**src/rtl/cordic_mm_pipe_if.sv**
```systemverilog
// ---------------------------------------------------------------------------
// cordic_mm_pipe_if
// Stream interface of the multi-mode CORDIC pipeline. It bundles the input
// sample channel and the output result channel. Each channel is a
// valid/ready pair with its data.
//
// Signals (named from the CORDIC block's point of view)
//   tvalid_data_i  input sample valid
//   tready_data_i  block can accept an input sample this cycle
//   mode_i         0 = rotation, 1 = vectoring
//   x_i, y_i       input vector, signed DATA_WIDTH
//   z_i            input phase, 2^32 = full turn
//   tvalid_data_o  result valid
//   tready_data_o  downstream accepts the result
//   mode_o         mode carried with the result
//   x_o, y_o       result vector, saturated, signed DATA_WIDTH
//   z_o            result phase
//
// Modports
//   slave  : the CORDIC block itself
//   master : the environment driving samples and consuming results
// ---------------------------------------------------------------------------
interface cordic_mm_pipe_if #(
    parameter int DATA_WIDTH = 16
);
    logic                         tvalid_data_i;
    logic                         tready_data_i;
    logic                         mode_i;
    logic signed [DATA_WIDTH-1:0] x_i;
    logic signed [DATA_WIDTH-1:0] y_i;
    logic [31:0]                  z_i;
    logic                         tvalid_data_o;
    logic                         tready_data_o;
    logic                         mode_o;
    logic signed [DATA_WIDTH-1:0] x_o;
    logic signed [DATA_WIDTH-1:0] y_o;
    logic [31:0]                  z_o;

    modport slave (
        input  tvalid_data_i, mode_i, x_i, y_i, z_i, tready_data_o,
        output tready_data_i, tvalid_data_o, mode_o, x_o, y_o, z_o
    );

    modport master (
        output tvalid_data_i, mode_i, x_i, y_i, z_i, tready_data_o,
        input  tready_data_i, tvalid_data_o, mode_o, x_o, y_o, z_o
    );
endinterface

```
**src/rtl/cordic_mm_pipe.sv**
```systemverilog
// ---------------------------------------------------------------------------
// cordic_mm_pipe
// Pipelined multi-mode CORDIC engine with a valid/ready stream on both sides.
// Each transaction selects its own mode:
//   rotation  (mode 0): rotate (x,y) by angle z, and drive z toward 0
//   vectoring (mode 1): drive y toward 0, and accumulate the vector angle into z
// Pipeline: a quadrant pre-rotation stage, ITERATION_CNT micro-rotation
// stages, then a saturating output register. The whole pipe advances only
// when the output register is empty or being accepted. It produces one
// result per clock when not stalled.
//
// Ports
//   aclk     clock
//   aresetn  asynchronous active-low reset
//   bus      cordic_mm_pipe_if.slave (input sample channel, output result channel)
//
// Parameters
//   DATA_WIDTH     x/y width, signed
//   ITERATION_CNT  number of micro-rotation stages (1..31)
//   GUARD_BITS     extra MSBs on the internal x/y path that absorb the CORDIC gain
//
// Optional feature (macro CORDIC_GAIN_COMP_EN)
//   When defined, a registered stage before saturation scales x/y by 1/K.
//   This adds one cycle of latency.
// ---------------------------------------------------------------------------
module cordic_mm_pipe #(
    parameter int DATA_WIDTH    = 16,
    parameter int ITERATION_CNT = 12,
    parameter int GUARD_BITS    = 2
) (
    input  logic            aclk,
    input  logic            aresetn,
    cordic_mm_pipe_if.slave bus
);
    localparam int  IW = DATA_WIDTH + GUARD_BITS;
    localparam int  N  = ITERATION_CNT;
    localparam real PI = 3.14159265358979323846;

    typedef logic signed [IW-1:0]         dp_t;
    typedef logic signed [DATA_WIDTH-1:0] dw_t;

    localparam dp_t SAT_MAX = dp_t'((longint'(1) <<< (DATA_WIDTH - 1)) - 1);
    localparam dp_t SAT_MIN = dp_t'(-(longint'(1) <<< (DATA_WIDTH - 1)));

    // Arctangent table entry: atan(2^-idx) as a fraction of a full turn, scaled to 2^32.
    function automatic logic [31:0] atanConst(input int idx);
        real r;
        r = $atan(1.0 / (2.0 ** idx)) / (2.0 * PI) * 4294967296.0;
        return 32'($rtoi(r + 0.5));
    endfunction

    // Clamp the wide internal value into the output range instead of letting it wrap.
    function automatic dw_t saturate(input dp_t v);
        if (v > SAT_MAX) begin
            return dw_t'(SAT_MAX);
        end else if (v < SAT_MIN) begin
            return dw_t'(SAT_MIN);
        end
        return dw_t'(v);
    endfunction

    // Global flow control: every register moves together, or none of them moves.
    logic advance;
    logic outValid_q;
    logic outMode_q;
    dw_t  outX_q;
    dw_t  outY_q;
    logic [31:0] outZ_q;

    assign advance           = !outValid_q || bus.tready_data_o;
    assign bus.tready_data_i = advance;
    assign bus.tvalid_data_o = outValid_q;
    assign bus.mode_o        = outMode_q;
    assign bus.x_o           = outX_q;
    assign bus.y_o           = outY_q;
    assign bus.z_o           = outZ_q;

    // Inputs are sign-extended into the guard-bit datapath first.
    // This lets negating the most-negative input stay representable.
    dp_t inX;
    dp_t inY;
    assign inX = dp_t'(bus.x_i);
    assign inY = dp_t'(bus.y_i);

    // Quadrant pre-rotation. It brings the problem into the +/-90 degree
    // range where the micro-rotations converge. Rotation mode folds the
    // angle by +/-90 degrees. Vectoring mode mirrors left-half-plane
    // vectors through the origin.
    dp_t         preX_d;
    dp_t         preY_d;
    logic [31:0] preZ_d;
    always_comb begin
        preX_d = inX;
        preY_d = inY;
        preZ_d = bus.z_i;
        if (bus.mode_i) begin
            if (inX[IW-1]) begin
                preX_d = -inX;
                preY_d = -inY;
                preZ_d = bus.z_i + 32'h8000_0000;
            end
        end else if (bus.z_i[31:30] == 2'b01) begin
            preX_d = -inY;
            preY_d = inX;
            preZ_d = bus.z_i - 32'h4000_0000;
        end else if (bus.z_i[31:30] == 2'b10) begin
            preX_d = inY;
            preY_d = -inX;
            preZ_d = bus.z_i + 32'h4000_0000;
        end
    end

    // Stage registers. Index 0 holds the pre-rotated sample.
    // Index k holds the sample after micro-rotation k-1.
    logic        vld_q  [0:N];
    logic        mode_q [0:N];
    dp_t         x_q    [0:N];
    dp_t         y_q    [0:N];
    logic [31:0] z_q    [0:N];
    dp_t         x_d    [1:N];
    dp_t         y_d    [1:N];
    logic [31:0] z_d    [1:N];

    // Micro-rotation i. dirPos selects the d = +1 direction.
    // That is z >= 0 in rotation mode, or y < 0 in vectoring mode.
    for (genvar i = 0; i < N; i++) begin : g_stage
        localparam logic [31:0] ATAN_I = atanConst(i);
        dp_t  xShift;
        dp_t  yShift;
        logic dirPos;
        assign xShift   = x_q[i] >>> i;
        assign yShift   = y_q[i] >>> i;
        assign dirPos   = mode_q[i] ? y_q[i][IW-1] : !z_q[i][31];
        assign x_d[i+1] = dirPos ? x_q[i] - yShift : x_q[i] + yShift;
        assign y_d[i+1] = dirPos ? y_q[i] + xShift : y_q[i] - xShift;
        assign z_d[i+1] = dirPos ? z_q[i] - ATAN_I : z_q[i] + ATAN_I;
    end

    // Pipeline shift. A bubble travels as vld_q = 0. Its data still moves,
    // but nothing downstream looks at it.
    always_ff @(posedge aclk or negedge aresetn) begin
        if (!aresetn) begin
            for (int k = 0; k <= N; k++) begin
                vld_q[k]  <= 1'b0;
                mode_q[k] <= 1'b0;
                x_q[k]    <= '0;
                y_q[k]    <= '0;
                z_q[k]    <= '0;
            end
        end else if (advance) begin
            vld_q[0]  <= bus.tvalid_data_i;
            mode_q[0] <= bus.mode_i;
            x_q[0]    <= preX_d;
            y_q[0]    <= preY_d;
            z_q[0]    <= preZ_d;
            for (int k = 1; k <= N; k++) begin
                vld_q[k]  <= vld_q[k-1];
                mode_q[k] <= mode_q[k-1];
                x_q[k]    <= x_d[k];
                y_q[k]    <= y_d[k];
                z_q[k]    <= z_d[k];
            end
        end
    end

    logic        finValid;
    logic        finMode;
    dp_t         finX;
    dp_t         finY;
    logic [31:0] finZ;

`ifdef CORDIC_GAIN_COMP_EN
    localparam int CW = DATA_WIDTH + 1;
    localparam int PW = IW + CW;

    // round(2^(DATA_WIDTH-1) / K), where K is the accumulated gain of all micro-rotations.
    function automatic logic signed [CW-1:0] compConst();
        real k;
        k = 1.0;
        for (int i = 0; i < N; i++) begin
            k = k * $sqrt(1.0 + 2.0 ** (-2 * i));
        end
        return CW'($rtoi((2.0 ** (DATA_WIDTH - 1)) / k + 0.5));
    endfunction

    localparam logic signed [CW-1:0] COMP = compConst();

    logic signed [PW-1:0] prodX;
    logic signed [PW-1:0] prodY;
    logic                 compValid_q;
    logic                 compMode_q;
    dp_t                  compX_q;
    dp_t                  compY_q;
    logic [31:0]          compZ_q;

    assign prodX = x_q[N] * COMP;
    assign prodY = y_q[N] * COMP;

    // Gain compensation stage. The constant is a fixed-point fraction
    // with DATA_WIDTH-1 fractional bits, so the product is shifted back down.
    always_ff @(posedge aclk or negedge aresetn) begin
        if (!aresetn) begin
            compValid_q <= 1'b0;
            compMode_q  <= 1'b0;
            compX_q     <= '0;
            compY_q     <= '0;
            compZ_q     <= '0;
        end else if (advance) begin
            compValid_q <= vld_q[N];
            compMode_q  <= mode_q[N];
            compX_q     <= dp_t'(prodX >>> (DATA_WIDTH - 1));
            compY_q     <= dp_t'(prodY >>> (DATA_WIDTH - 1));
            compZ_q     <= z_q[N];
        end
    end

    assign finValid = compValid_q;
    assign finMode  = compMode_q;
    assign finX     = compX_q;
    assign finY     = compY_q;
    assign finZ     = compZ_q;
`else
    assign finValid = vld_q[N];
    assign finMode  = mode_q[N];
    assign finX     = x_q[N];
    assign finY     = y_q[N];
    assign finZ     = z_q[N];
`endif

    // Output register. It holds its contents while the result is offered but not taken.
    always_ff @(posedge aclk or negedge aresetn) begin
        if (!aresetn) begin
            outValid_q <= 1'b0;
            outMode_q  <= 1'b0;
            outX_q     <= '0;
            outY_q     <= '0;
            outZ_q     <= '0;
        end else if (advance) begin
            outValid_q <= finValid;
            outMode_q  <= finMode;
            outX_q     <= saturate(finX);
            outY_q     <= saturate(finY);
            outZ_q     <= finZ;
        end
    end
endmodule

```
**src/flat_wrapper.sv**
```systemverilog
// flat-port wrapper written by rule: the top's interface ports become plain ports
module cordic_mm_pipe_flat 
#(
    parameter int DATA_WIDTH    = 16,
    parameter int ITERATION_CNT = 12,
    parameter int GUARD_BITS    = 2
)
  (aclk, aresetn, bus_tvalid_data_i, bus_mode_i, bus_x_i, bus_y_i, bus_z_i, bus_tready_data_o, bus_tready_data_i, bus_tvalid_data_o, bus_mode_o, bus_x_o, bus_y_o, bus_z_o);
  cordic_mm_pipe_if #(.DATA_WIDTH(DATA_WIDTH)) bus_i ();
  input  logic aclk;
  input  logic aresetn;
  input wire logic [$bits(bus_i.tvalid_data_i)-1:0] bus_tvalid_data_i;
  input wire logic [$bits(bus_i.mode_i)-1:0] bus_mode_i;
  input wire logic [$bits(bus_i.x_i)-1:0] bus_x_i;
  input wire logic [$bits(bus_i.y_i)-1:0] bus_y_i;
  input wire logic [$bits(bus_i.z_i)-1:0] bus_z_i;
  input wire logic [$bits(bus_i.tready_data_o)-1:0] bus_tready_data_o;
  output wire logic [$bits(bus_i.tready_data_i)-1:0] bus_tready_data_i;
  output wire logic [$bits(bus_i.tvalid_data_o)-1:0] bus_tvalid_data_o;
  output wire logic [$bits(bus_i.mode_o)-1:0] bus_mode_o;
  output wire logic [$bits(bus_i.x_o)-1:0] bus_x_o;
  output wire logic [$bits(bus_i.y_o)-1:0] bus_y_o;
  output wire logic [$bits(bus_i.z_o)-1:0] bus_z_o;
  assign bus_i.tvalid_data_i = bus_tvalid_data_i;
  assign bus_i.mode_i = bus_mode_i;
  assign bus_i.x_i = bus_x_i;
  assign bus_i.y_i = bus_y_i;
  assign bus_i.z_i = bus_z_i;
  assign bus_i.tready_data_o = bus_tready_data_o;
  assign bus_tready_data_i = bus_i.tready_data_i;
  assign bus_tvalid_data_o = bus_i.tvalid_data_o;
  assign bus_mode_o = bus_i.mode_o;
  assign bus_x_o = bus_i.x_o;
  assign bus_y_o = bus_i.y_o;
  assign bus_z_o = bus_i.z_o;
  cordic_mm_pipe #(.DATA_WIDTH(DATA_WIDTH), .ITERATION_CNT(ITERATION_CNT), .GUARD_BITS(GUARD_BITS)) u_core (.aclk(aclk), .aresetn(aresetn), .bus(bus_i));
endmodule
```
**config.mk**
```make
export PLATFORM = sky130hd
export DESIGN_NAME = cordic_mm_pipe_flat
export DESIGN_NICKNAME = d
export VERILOG_FILES = /design/src/rtl/cordic_mm_pipe_if.sv /design/src/rtl/cordic_mm_pipe.sv /design/src/flat_wrapper.sv
export SDC_FILE = /design/constraint.sdc
export NUM_CORES = 2
export LEC_CHECK = 0
export ABC_AREA = 1
export BUFFER_PORTS_ARGS = -buffer_cell sky130_fd_sc_hd__buf_2
export CAP_MARGIN = 40
export CORE_ASPECT_RATIO = 0.75
export CORE_MARGIN = 2
export CORE_UTILIZATION = 46
export CTS_CLUSTER_SIZE = 40
export DETAILED_ROUTE_END_ITERATION = 6
export GPL_ROUTABILITY_DRIVEN = 1
export GPL_TIMING_DRIVEN = 0
export PLACE_DENSITY_LB_ADDON = 0.2
export SETUP_SLACK_MARGIN = 0.15
export SLEW_MARGIN = 20
export SYNTH_ARGS = -nofsm -noshare
export SYNTH_HDL_FRONTEND = slang
export SYNTH_SLANG_ARGS = --single-unit
```
**constraint.sdc**
```tcl
create_clock -name aclk -period 3.77 [get_ports aclk]
set_input_delay 0.754 -clock aclk [delete_from_list [all_inputs] [get_ports aclk]]
set_output_delay 0.754 -clock aclk [all_outputs]
set_load 0.005 [all_outputs]
```
* Word-level counts from Yosys, hierarchy flattened
Index checks and enable logic that the tools add are counted.
** Operators by class
- Reduce and logical (&&, ||, !) cells :: 14
- Multiplexer cells :: 72
- Add/subtract/negate cells :: 76
- Equal/unequal tests :: 2
- Order comparisons :: 4
** Operators with widths (number)
- 18-bit two-way mux :: 32
- 32-bit two-way mux :: 16
- 16-bit two-way mux :: 6
- 18-bit by 10-bit adder with 18-bit output :: 2
- 18-bit by 11-bit adder with 18-bit output :: 2
- 18-bit by 12-bit adder with 18-bit output :: 2
- 18-bit by 13-bit adder with 18-bit output :: 2
- 18-bit by 14-bit adder with 18-bit output :: 2
- 18-bit by 15-bit adder with 18-bit output :: 2
- 18-bit by 16-bit adder with 18-bit output :: 2
- 18-bit by 17-bit adder with 18-bit output :: 2
- 18-bit by 7-bit adder with 18-bit output :: 2
- 18-bit by 8-bit adder with 18-bit output :: 2
- 18-bit by 9-bit adder with 18-bit output :: 2
- 18-bit by 16-bit greater-than comparator with 1-bit output, second input constant :: 2
- 18-bit by 16-bit < comparator with 1-bit output, second input constant :: 2
- 16-bit negator with 18-bit output :: 2
- 18-bit by 10-bit subtractor with 18-bit output :: 2
- 18-bit by 11-bit subtractor with 18-bit output :: 2
- 18-bit by 12-bit subtractor with 18-bit output :: 2
- 18-bit by 13-bit subtractor with 18-bit output :: 2
- 18-bit by 14-bit subtractor with 18-bit output :: 2
- 18-bit by 15-bit subtractor with 18-bit output :: 2
- 18-bit by 16-bit subtractor with 18-bit output :: 2
- 38 further kinds :: 72
** Storage, ports and cells
- Output and inout port bits :: 67
- Flip-flop bits (word level) :: 976

* Longest topological paths before layout
- Word-level depth :: 5
- Mapped depth :: 22

* Worst setup path before layout
No wires, ideal clock.
- Path kind :: register to register
- Start point :: reg u_core.z_q[287] (netlist bit)
- End point :: reg u_core.x_q (netlist bit u_core.g_stage[5].xShift[5])
- Setup slack :: 0.555 ns
- Required time :: 3.640 ns
- Buffers on the path :: 1
- Clock period less this slack :: 3.215 ns
- Arrival time :: 3.085 ns
- Stages on the path, launching flop included :: 14
- Cells stage by stage :: dfrtp_1 o21ai_2 clkbuf_1 o21ai_0 fa_1 nand2_1 nand2_1 o21ai_2 nor2_1 nor2_1 o21bai_1 or2_2 nand3_1 o21ai_0
** On the way
- Word-level cells in the longest chain between the ends :: 3
** RTL lines
- from (decl) :: RTL line cordic_mm_pipe.sv:119 : logic [31:0] z_q [0:N];
- from (signal, indexed assignment) :: RTL line cordic_mm_pipe.sv:161 : z_q[k] <= z_d[k];
- 1-bit zero test :: RTL line cordic_mm_pipe.sv:133 : assign dirPos = mode_q[i] ? y_q[i][IW-1] : !z_q[i][31];
- 1-bit two-way mux :: RTL line cordic_mm_pipe.sv:133
- 18-bit two-way mux :: RTL line cordic_mm_pipe.sv:134 : assign x_d[i+1] = dirPos ? x_q[i] - yShift : x_q[i] + yShift;
- to (signal, indexed assignment) :: RTL line cordic_mm_pipe.sv:159 : x_q[k] <= x_d[k];
- to (decl) :: RTL line cordic_mm_pipe.sv:117 : dp_t x_q [0:N];
No other way between the ends.
A chain may end at the register's enable or synchronous reset.

* Worst setup path in the final report
- Start point :: reg u_core.outValid_q (netlist: u_core.bus.tvalid_data_o)
- End point :: out bus_tready_data_i
** On the way
- Word-level cells in the longest chain between the ends :: 2
** RTL lines
- from (decl) :: RTL line cordic_mm_pipe.sv:64 : logic outValid_q;
- from (signal assigned) :: RTL line cordic_mm_pipe.sv:239 : outValid_q <= finValid;
- 1-bit zero test :: RTL line cordic_mm_pipe.sv:70 : assign advance = !outValid_q || bus.tready_data_o;
- 1-bit logical OR :: RTL line cordic_mm_pipe.sv:70
- to (decl) :: RTL line flat_wrapper.sv:18 : output wire logic [$bits(bus_i.tready_data_i)-1:0] bus_tready_data_i;
No other way between the ends.

==> summary.txt <==
Clock network
  – Clk buf depth: 3
  – Clock slew at reported path FFs: 0.07 ns
  – Worst-skew pair later-pin latency: 0.80 ns
  – CTS Sinks: 975
  – CTS buffer count: 110
  – TritonCTS clock tree: yes
  – Htree depth: 3
  – Clock root buffer: clkbuf_16

Floorplanning
  – Die Ht: 381 um
  – Die Wd: 506 um
  – I/O pin count: 136
  – Initial Util: 46.2%
  – Core Region: 0.188 mm2
  – Die ar.: 0.193 mm2
  – Row Count: 138

Global routing
  – Total gr overflow: 0
  – Via count of the first global-routing pass: 85.0k
  – Total Routing Usage GR: 36.7%
  – Largest net degree at the start of global routing: 132
  – First-pass GRT wire length: 539000 um
  – Initial antenna violation count: 48

Logic synthesis
  – Asr flop ratio synth: 100%
  – Net Count, Synth: 14.1k
  – EDFF count, synth: 0
  – Mean Syn Cell Area: 6.59 um2
  – Synth Register Bits: 975
  – Register area share after synthesis: 28.1%
  – YS warnings: 0
  – Post-Synthesis Cells: 13.2k
  – Synth Cell Area: 0.0870 mm2
  – Top_reg_cell synth: dfrtp_1
  – Cell variety after synth: 58

Critical path
  – Required @ worst endpoint: 3.02 ns
  – Nature of the critical path startpoint: register
  – Critical path peak fanout: 10
  – R2R Setup Slk: 0.25 ns
  – Worst r2r src: u_core.g_stage[2].xShift[0]
  – Crit. End Element: output port
  – Slowest stage delay, CP: 0.38 ns
  – R2r endpoint: u_core.g_stage[3].yShift[13]
  – Crit path launch: u_core.bus.tvalid_data_o
  – Kind of critical path: register to output port
  – CP Cell Sequence: inv_1, nor2_4, buf_12, inv_1, buf_4, clkbuf_2, buf_4, buf_2
  – R2r worst-path depth: 14
  – Slowest-stage cell, CP: dfrtp_1
  – Crit path to: bus_tready_data_i
  – Arr. time, crit path: 2.82 ns

STA
  – Max-Slew Margin vs Limit: 36.8%
  – Final setup fails: 0
  – RSZ-0062 raised after global routing: true
  – Slew @ Worst Pin: 0.949 ns
  – Max Fclk: 280 MHz
  – Final min period: 3.57 ns
  – Skew final: 0.0359 ns
  – Max Slew Vio Count: 0
  – Period utilization: 94.8%
  – Final count of hold timing violations: 0
  – Setup TNS: 0 ns

Final layout
  – Nets: 14.4k
  – Area of the multi-input gates: 0.0565 mm2
  – Register area: 0.0244 mm2
  – Commonest non-fill, non-tap cell in the layout: nand2_1
  – Layout cells sized above 1: 5.68%
  – Leading cell types in the layout, fill and taps excluded: 4114 x nand2_1, 1299 x inv_1, 1255 x nor2_1
  – Area grow syn2layout: 10.3%
  – Final Cell Area: 0.0959 mm2
  – Layout filler cell count: 19.4k

Flow run
  – MaxCap Viol Count: 0

Routing
  – Via count: 93.2k
  – Via/cell ratio: 5.78
  – DRT antenna net count: 0
  – WL/cell: 22.6 um
  – Final wirelength: 364000 um
  – 1st-iter DRT viols: 10.8k
  – Drc violations: 0
  – DRT Pass-1 Iters: 7

Placed design
  – Port Buffers: 132
  – Final GP Congestion: 1.03
  – DP Wirelength: 293000 um
  – Post-placement cell area: 0.0917 mm2

Hold path
  – Min-delay worst type: input pin to register
  – Min-delay src: bus_tvalid_data_i

Status
  – Status: completed
## critical path: cells and delay by family (launching register included)
family	cells	cell delay, ns
buffers and inverters	7	1.56
and+or+nand+nor	1	0.05
DFF	1	0.38
## stage by stage
step,std cells,utilization (%),hold slack [ns],setup slack (ns)
after global routing,16100,50.9,0.175,0.00450
after detailed placement,15900,48.7,0.457,-0.263
final,16100,51.0,0.185,0.197
after floorplan,13200,-,0.440,0.555
after global placement,15800,48.2,0.453,-19.64
after CTS,16100,50.8,0.141,0.151
## cells by family after synthesis
| family | Yosys count | share of synthesized area [%] |
|---|---|---|
| buffers and inverters | 1614 | 7.27 |
| DFF | 975 | 28.1 |
| and+or+nand+nor | 6819 | 32.2 |
| xor gates and xnor gates | 456 | 4.62 |
| adders and majority gates | 824 | 12.2 |
| AOI/OAI and AO/OA | 2505 | 15.7 |
## synthesized netlist by cell type (22+ instances only)
| library cell | instances | area, um2 |
|---|---|---|
| a21boi_0 | 35 | 263 |
| o22ai_1 | 52 | 325 |
| o21ai_2 | 22 | 193 |
| nand3b_1 | 68 | 510 |
| o21ai_1 | 58 | 290 |
| dfrtp_1 | 975 | 24400 |
| inv_1 | 1301 | 4880 |
| and2_1 | 22 | 138 |
| xor2_1 | 276 | 2420 |
| nand3_1 | 900 | 4500 |
| fa_1 | 37 | 741 |
| nor2_1 | 1256 | 4710 |
| ha_1 | 787 | 9850 |
| o211ai_1 | 23 | 173 |
| o21a_1 | 41 | 308 |
| o21ai_0 | 1024 | 5120 |
| a21oi_1 | 943 | 4720 |
| o21bai_1 | 104 | 781 |
| nor3_1 | 211 | 1060 |
| a31oi_1 | 69 | 432 |
| a21o_1 | 84 | 631 |
| or2_2 | 57 | 357 |
| nand2_1 | 4115 | 15400 |
| xnor2_1 | 178 | 1560 |
| buf_2 | 167 | 836 |
| nand4_1 | 135 | 845 |
| clkbuf_1 | 101 | 379 |
## worst min path at each step
stage / end / slack [ns] / depth (start not counted)
after floorplan: u_core.bus.tvalid_data_o / 0.44 / 1
after global placement: u_core.vld_q[10] / 0.45 / 2
after detailed placement: u_core.vld_q[10] / 0.46 / 2
after CTS: u_core.vld_q[12] / 0.14 / 3
after global routing: u_core.z_q[399] / 0.17 / 3
final: u_core.vld_q[12] / 0.18 / 3
## state kept, by name (all words and copies together) (netlist names)
register / flops
u_core.x_q: 66
u_core.z_q: 384
u_core.g_stage.xShift: 150
u_core.vld_q: 12
u_core.bus.x_o: 16
u_core.finY: 18
u_core.finZ: 32
u_core.finX: 18
u_core.bus.z_o: 32
u_core.mode_q: 12
u_core.bus.y_o: 16
u_core.g_stage.yShift: 150
u_core.bus.mode_o: 1
u_core.bus.tvalid_data_o: 1
u_core.y_q: 65
u_core.finValid: 1
u_core.finMode: 1
## area by class of cell
cell class              instances  area share (%)
diodes                         29          0.0757
flip-flops and latches        975            25.4
inverters                    1323            5.18
clock buffers                 140            3.16
clock inverters                63           0.681
repair buffers                187            1.75
well taps                    2520            3.29
plain buffers                 291            1.53
multi-input cells           10600            58.9
## timing repair
action,in CTS,in global routing
setup endpoints to repair,60,101
hold endpoints to repair,70,0
hold buffers,1,0
buffers inserted,3,1
gates resized for setup,27,71
pin swaps,2,4
## layer usage
metal  GRT usage (%)  share of wire, %  vias up  routed length (um)
met5               0             0.017        -                  61
met4            12.7               3.8       10               13800
met3            7.76                11      608               38400
met2            51.5                40     4451              144000
met1            54.9                46    44000              167000
li1                -                 -    44200                   -
Power is left out: the tool's default activity adds up to more than one toggle a clock period on the data nets, which glitch-free logic cannot reach.
